### src/rtl/reg4_piso_tx_pkg.sv
// Shared definitions for the 4-bit register-bank serial transmit path.
// The receive-side capture block uses the same word width and counter sizing.
package reg4_piso_tx_pkg;

    // Default word width, shared with the matching serial-receive block.
    localparam int REG4_WIDTH = 4;

    // Transmitter control states.
    typedef enum logic {
        ST_IDLE  = 1'b0,
        ST_SHIFT = 1'b1
    } state_t;

    // Bits needed to index every bit of a w-bit word (at least 1).
    function automatic int cnt_width(input int w);
        int r;
        r = 1;
        for (int k = 1; k < 32; k++) begin
            if ((1 << k) < w) begin
                r = k + 1;
            end
        end
        return r;
    endfunction

endpackage

### src/rtl/reg4_piso_tx_shift_core.sv
// Shift register plus bit counter for the serial transmitter.
// The register holds the bits not yet presented, so the bit to present next
// is always at the head: bit 0 when LSB_FIRST=1, bit WIDTH-1 otherwise.
module reg4_shift_core
    import reg4_piso_tx_pkg::*;
#(
    parameter int WIDTH     = REG4_WIDTH,
    parameter int LSB_FIRST = 1
) (
    input  logic             clk,
    input  logic             rst_n,
    input  logic             load,
    input  logic             shift,
    input  logic [WIDTH-1:0] din,
    output logic             nxt_bit,
    output logic             last,
    output logic             pen
);

    localparam int CW = cnt_width(WIDTH);

    logic [WIDTH-1:0] sr;
    logic [CW-1:0]    cnt;

    // Drop the head bit, moving the following bit into the head position.
    function automatic logic [WIDTH-1:0] shift_once(input logic [WIDTH-1:0] v);
        if (LSB_FIRST != 0) begin
            return v >> 1;
        end
        return v << 1;
    endfunction

    // Bit that goes out first from a word.
    function automatic logic head(input logic [WIDTH-1:0] v);
        if (LSB_FIRST != 0) begin
            return v[0];
        end
        return v[WIDTH-1];
    endfunction

    // Load keeps the remainder of the new word; shift consumes one more bit.
    always_ff @(posedge clk or negedge rst_n) begin
        if (!rst_n) begin
            sr  <= '0;
            cnt <= '0;
        end else if (load) begin
            sr  <= shift_once(din);
            cnt <= '0;
        end else if (shift) begin
            sr  <= shift_once(sr);
            cnt <= cnt + 1'b1;
        end
    end

    // On load the first bit comes straight from the input word.
    assign nxt_bit = load ? head(din) : head(sr);
    // cnt indexes the bit currently on the serial output.
    assign last    = (cnt == CW'(WIDTH - 1));
    assign pen     = (cnt == CW'(WIDTH - 2));

endmodule

### src/rtl/reg4_piso_tx.sv
// Parallel-in serial-out transmitter with first/last framing markers.
// A word accepted on ld&&rdy appears on so starting the next cycle, one bit
// per clock; a new word may be accepted on the last-bit cycle so that
// consecutive words stream with no idle gap.
// Handshake: a word on i is taken at a rising edge of cl where ld=1 and
// rdy=1; ld with rdy=0 is ignored. so is meaningful only while sv=1, and
// frm/lst mark the first/last bit of each word only while sv=1.
module reg4_piso_tx
    import reg4_piso_tx_pkg::*;
#(
    parameter int WIDTH     = REG4_WIDTH,
    parameter int LSB_FIRST = 1
) (
    input  logic             cl,
    input  logic             rst_n,
    input  logic [WIDTH-1:0] i,
    input  logic             ld,
    output logic             rdy,
    output logic             so,
    output logic             sv,
    output logic             frm,
    output logic             lst
);

    state_t state;
    state_t state_nxt;
    logic   load;
    logic   shift;
    logic   nxt_bit;
    logic   last;
    logic   pen;

    reg4_shift_core #(
        .WIDTH     (WIDTH),
        .LSB_FIRST (LSB_FIRST)
    ) u_core (
        .clk     (cl),
        .rst_n   (rst_n),
        .load    (load),
        .shift   (shift),
        .din     (i),
        .nxt_bit (nxt_bit),
        .last    (last),
        .pen     (pen)
    );

    // State register.
    always_ff @(posedge cl or negedge rst_n) begin
        if (!rst_n) begin
            state <= ST_IDLE;
        end else begin
            state <= state_nxt;
        end
    end

    // Next state, handshake and shift-core controls.
    always_comb begin
        state_nxt = state;
        rdy       = 1'b0;
        load      = 1'b0;
        shift     = 1'b0;
        case (state)
            ST_IDLE: begin
                rdy = 1'b1;
                if (ld) begin
                    load      = 1'b1;
                    state_nxt = ST_SHIFT;
                end
            end
            ST_SHIFT: begin
                if (!last) begin
                    shift = 1'b1;
                end else begin
                    rdy = 1'b1;
                    if (ld) begin
                        load = 1'b1;
                    end else begin
                        state_nxt = ST_IDLE;
                    end
                end
            end
            default: begin
                state_nxt = ST_IDLE;
            end
        endcase
    end

    // Registered serial outputs; so keeps its value once the stream stops.
    always_ff @(posedge cl or negedge rst_n) begin
        if (!rst_n) begin
            so  <= 1'b0;
            sv  <= 1'b0;
            frm <= 1'b0;
            lst <= 1'b0;
        end else if (load || shift) begin
            so  <= nxt_bit;
            sv  <= 1'b1;
            frm <= load;
            lst <= shift && pen;
        end else begin
            sv  <= 1'b0;
            frm <= 1'b0;
            lst <= 1'b0;
        end
    end

endmodule

### config.mk
export PLATFORM = sky130hd
export DESIGN_NAME = reg4_piso_tx
export DESIGN_NICKNAME = d
export VERILOG_FILES = /design/src/rtl/reg4_piso_tx_pkg.sv /design/src/rtl/reg4_piso_tx_shift_core.sv /design/src/rtl/reg4_piso_tx.sv
export SDC_FILE = /design/constraint.sdc
export NUM_CORES = 1
export LEC_CHECK = 0
export ABC_AREA = 1
export CORE_MARGIN = 1
export CORE_UTILIZATION = 65
export DETAILED_ROUTE_END_ITERATION = 10
export PLACE_DENSITY = 0.85
export SKIP_CTS_REPAIR_TIMING = 1
export SLEW_MARGIN = 30
export SYNTH_ARGS = -nofsm -noshare
export SYNTH_HDL_FRONTEND = slang
export SYNTH_SLANG_ARGS = --single-unit
### constraint.sdc
create_clock -name cl -period 4.8 [get_ports cl]
set_input_delay 1.44 -clock cl [delete_from_list [all_inputs] [get_ports cl]]
set_output_delay 1.44 -clock cl [all_outputs]
set_load 0.03 [all_outputs]
# Word level (Yosys, flattened, before mapping)
# Cells that the tools add are included.
[totals] register_bits=41 input_bits=7 wordCells=36
[classes] n_addsub=1 eq_ne=2 muxes=22 bitwise=1 n_reduce_logical=3
[op_table] op="32-bit by 2-bit == test with 1-bit output (second input constant)" n=2
[op_table] op="32-bit two-way mux" n=2
[op_table] op="32-bit by 1-bit adder with 32-bit output (second input constant)" n=1
[op_table] op="4-bit two-way mux" n=4
[op_table] op="1-bit two-way mux" n=13
[op_table] op="1-bit one-hot mux with 2 select lines" n=3
[op_table] op="2-bit nonzero test" n=1
[op_table] op="1-bit logical AND" n=1
[op_table] op="1-bit logical OR" n=1
[op_table] op="1-bit NOT" n=1

# Depth between registers and ports, before layout
[logic_depth] word_depth=8 mapped_depth=11 depth_no_buf=11

# Cells and area by module
# A second synthesis with hierarchy kept.
[hier_totals] hier_cells=339 area_unflattened_um2=2341.0
[modules_own_cells] module="reg4_shift_core" n_inst=1 cells_each=322 area_per_inst_um2=2149.6
[modules_own_cells] module="reg4_piso_tx" n_inst=1 cells_each=17 area_per_inst_um2=191.4

# Worst setup path after synthesis
# No wires, ideal clock.
[synth_timing] kind="reg-to-output" start="register u_core.cnt[1]" end="output port rdy" arrival_ns=1.268 required_time_ns=3.360 slack_ns=2.092 path_stages_with_launch=7 path_cell_list="dfrtp_1 -> ha_1 -> nand2_1 -> nor2_1 -> nand2_1 -> o21ai_2 -> buf_2"
[synth_via] elab_chain_len=3
[synth_rtl] item="from (decl)" line_no="reg4_piso_tx_shift_core.sv:23" text="logic [CW-1:0] cnt;"
[synth_rtl] item="from (signal assigned)" line_no="reg4_piso_tx_shift_core.sv:51" text="cnt <= cnt + 1'b1;"
[synth_rtl] item="32-bit by 2-bit == test with 1-bit output" line_no="reg4_piso_tx_shift_core.sv:58" text="assign last = (cnt == CW'(WIDTH - 1));"
[synth_rtl] item="1-bit two-way mux" line_no="reg4_piso_tx.sv:71" text="if (!last) begin"
[synth_rtl] item="1-bit one-hot mux with 2 select lines" line_no="reg4_piso_tx.sv:62" text="case (state)"
[synth_rtl] item="to (decl)" line_no="reg4_piso_tx.sv:18" text="output logic rdy,"
# Every way passes these cells.

# Final worst setup path
# Same ends and word-level chain as after synthesis.

==> flow_summary_export.csv <==
group,metric,value,unit
route,viasPerCell,5.45,
synth,yosys.area_share.simple,50.0,%
die,core_area,0.00403,mm2
placed_design,gp_congestion,0.960,
die,io_pins,12,
die,die_width,67.2,um
sta,finalCriticalPeriod,3.82,ns
final_layout,final_common_cell,"nand2_1",
cts,clkLatencyLatePin,0.30,ns
sta,max_freq,0.262,GHz
route,drt_iter0_markers,246,
cts,htree_levels,2,
final_layout,area_growth,6.25,%
critical_path,end_kind,"primary output",
synth,synth_top_family_by_area,"simple AND/OR/NAND/NOR gates",
final_layout,fin_nets,447,
critical_path,critical_path.max_stage_delay,0.76,ns
final_layout,layout.cells.non_filler,488,
synth,synth.area.mux_share,0,%
placed_design,port_buffers,11,
route,drc,0,
critical_path,cp_cell_sequence,"ha_1 -> nand2_1 -> nor2_1 -> nand2_1 -> o21ai_2 -> clkdlybuf4s50_1",
route,dr_total_vias,2662,
synth,syn_area_per_cell,6.42,um2
power,p_seq_share,59.4,%
run_status,status,"finished, final reports clean",
critical_path,path_delay_family,"buffers and inverters",
synth,synth-adder-area-share,0.906,%
die,initial_core_util,68.6,%
critical_path,cp_data_required_time,3.36,ns
synth,synth_compound_area_share,0.861,%
critical_path,crit_buf_inv,1,
critical_path,cp_common_cell,"nand2_1",
die,rows,23,
synth,syn_nets,439,
power,sw_frac_of_total,22.4,%
cts,root_buffer,"clkbuf_8",
power,comb_power_share,2.2,%
power,ir_drop,147,uV
route,drtPass1Iterations,5,
power,p_clk_share,38.4,%
cts,numCtsBuffers,5,
run,drv_cap,0,
sta,slew_headroom,38.8,%
sta,fin_setup_tns,0,ns
sta,rsz0062_at_grt,"false",
route,routed_wl,6.48,mm
synth,synthCells,430,
synth,synth-xor-area-share,2.54,%
synth,yosys_register_bits,40,
power,p_sw,0.127,mW
route,antenna_left,0,
power,leakage,1.54,nW
sta,tightest_slew,0.916,ns
cts,cts_max_path_buffers,2,
global_route,grt_max_degree,41,
critical_path,crit_fanout,12,
sta,hold_viol,0,
synth,yosysWarnings,0,
critical_path,start_kind,"flop",
synth,synth_area,0.00276,mm2
power,power.internal,0.439,mW
worst_hold_path,hp-class,"reg -> reg",
cts,clk_pin_slew,0.08,ns
global_route,overflow,0,
global_route,grt_pass1_wl,10.4,mm
critical_path,worst-endpoint-arrival,2.38,ns
sta,maxSlewViolCount,0,
sta,clock_skew,0.00425,ns
placed_design,place_inst,481,
global_route,antenna_found_initial,0,
global_route,grt_usage,31.5,%
final_layout,antenna_cells,0,
final_layout,nFillCells,358,
critical_path,slowest_stage,"clkdlybuf4s50_1",
cts,cts_tree,"built",
sta,setup_viol,0,
final_layout,layout_common_cells,"163 x nand2_1, 71 x nor2_1, 55 x nand3_1",
placed_design,hpwlAfterDp,4.68,mm
synth,yosysSeqAreaShare,36.2,%
power,powerDensity,193,mW/mm2
global_route,grt_pass1_vias,2285,
route,wire_per_inst,13.3,um
die,die_y,67.2,um
sta,period_share,79.7,%
synth,ys_types,21,
cts,clock_sinks,40,
die,die_area,0.00452,mm2
critical_path,critPathKind,"reg -> out",
final_layout,drive_above_1_share,5.94,%
cell usage after synthesis, drive strengths merged:
| cell | number | area share, % |
|---|---|---|
| buf | 10 | 3.0 |
| clkbuf | 1 | 0.14 |
| dfrtp | 40 | 36 |
| ha | 2 | 0.91 |
| inv | 47 | 6.4 |
| nand2 | 164 | 22 |
| nand3 | 65 | 14 |
| nand3b | 9 | 2.4 |
| nand4 | 1 | 0.23 |
| nor2 | 75 | 11 |
| nor3 | 3 | 0.54 |
| o21ai | 4 | 0.86 |
| or2 | 1 | 0.23 |
| xnor2 | 2 | 0.63 |
| xor2 | 6 | 1.9 |
worst min-delay path: cells and delay by family, from the launching register on:
| family | cells | cell delay, ns |
|---|---|---|
| and+or+nand+nor | 2 | 0.12 |
| DFF | 1 | 0.35 |
logic make-up (layout without fill, tap and decap cells):
group	Yosys count	after routing
XOR/XNOR	8	8
flip-flops	40	40
adder cells (fa/ha/maj)	2	2
buffers and inverters	58	66
AND/OR/NAND/NOR	318	318
AO/OA/AOI/OAI	4	4
routing by layer:
metal	global-route usage [%]	vias up	part of all wire (%)
met5	0	-	0
met4	10.9	0	1.6
met3	5.24	13	5.2
met2	50.0	74	46
met1	43.2	1235	47
li1	-	1340	-
state kept, by name (all words and copies together), names as in the netlist:
register,cells
u_core.cnt,32
frm,1
sv,1
lst,1
state,1
so,1
u_core.sr,3
layout make-up:
cell class / count / area, um2 / area share [%]
clock buffers: 5 / 68.8 / 2.34
repair buffers: 12 / 115 / 3.92
multi-input cells: 332 / 1500 / 51.1
well taps: 50 / 62.6 / 2.13
flip-flops and latches: 40 / 1000 / 34.1
inverters: 47 / 176 / 6.01
clock inverters: 2 / 12.5 / 0.426
power by group through the flow:
| stage | Combinational [mW] | Sequential (mW) | Clock (mW) |
|---|---|---|---|
| final | 0.0125 | 0.337 | 0.217 |
| after detailed placement | 0.0127 | 0.343 | 0 |
| after global routing | 0.0143 | 0.337 | 0.232 |
| after CTS | 0.0128 | 0.337 | 0.218 |
| after global placement | 0.0125 | 0.343 | 0 |
| after floorplan | 0.000517 | 0.343 | 0 |
final timing paths:
check,start,endpoint,slack [ns],depth (start not counted)
max,u_core.cnt[1]$_DFFE_PN0P_,rdy,0.98,6
min,u_core.sr[2]$_DFFE_PN0P_,u_core.sr[2]$_DFFE_PN0P_,0.49,2
max reg2reg,u_core.cnt[1]$_DFFE_PN0P_,u_core.cnt[21]$_DFFE_PN0P_,2.50,8
min reg2reg,u_core.sr[2]$_DFFE_PN0P_,u_core.sr[2]$_DFFE_PN0P_,0.49,2
max in group asynchronous,rst_n,u_core.cnt[2]$_DFFE_PN0P_,3.32,1
min in group asynchronous,rst_n,u_core.cnt[5]$_DFFE_PN0P_,1.11,1
metrics by stage:
step	hold WS, ns	setup WS [ns]	util [%]	total power [mW]	area, um2
3_5_place_dp	0.481	1.31	70.8	0.356	2850
5_1_grt	0.523	0.813	72.9	0.583	2940
4_1_cts	0.501	0.966	72.8	0.568	2930
3_3_place_gp	0.464	1.34	70.8	0.356	2850
6_report	0.493	0.976	72.9	0.566	2940
2_1_floorplan	0.449	2.09	-	0.344	2760
Power figures use the tool's default switching activity.
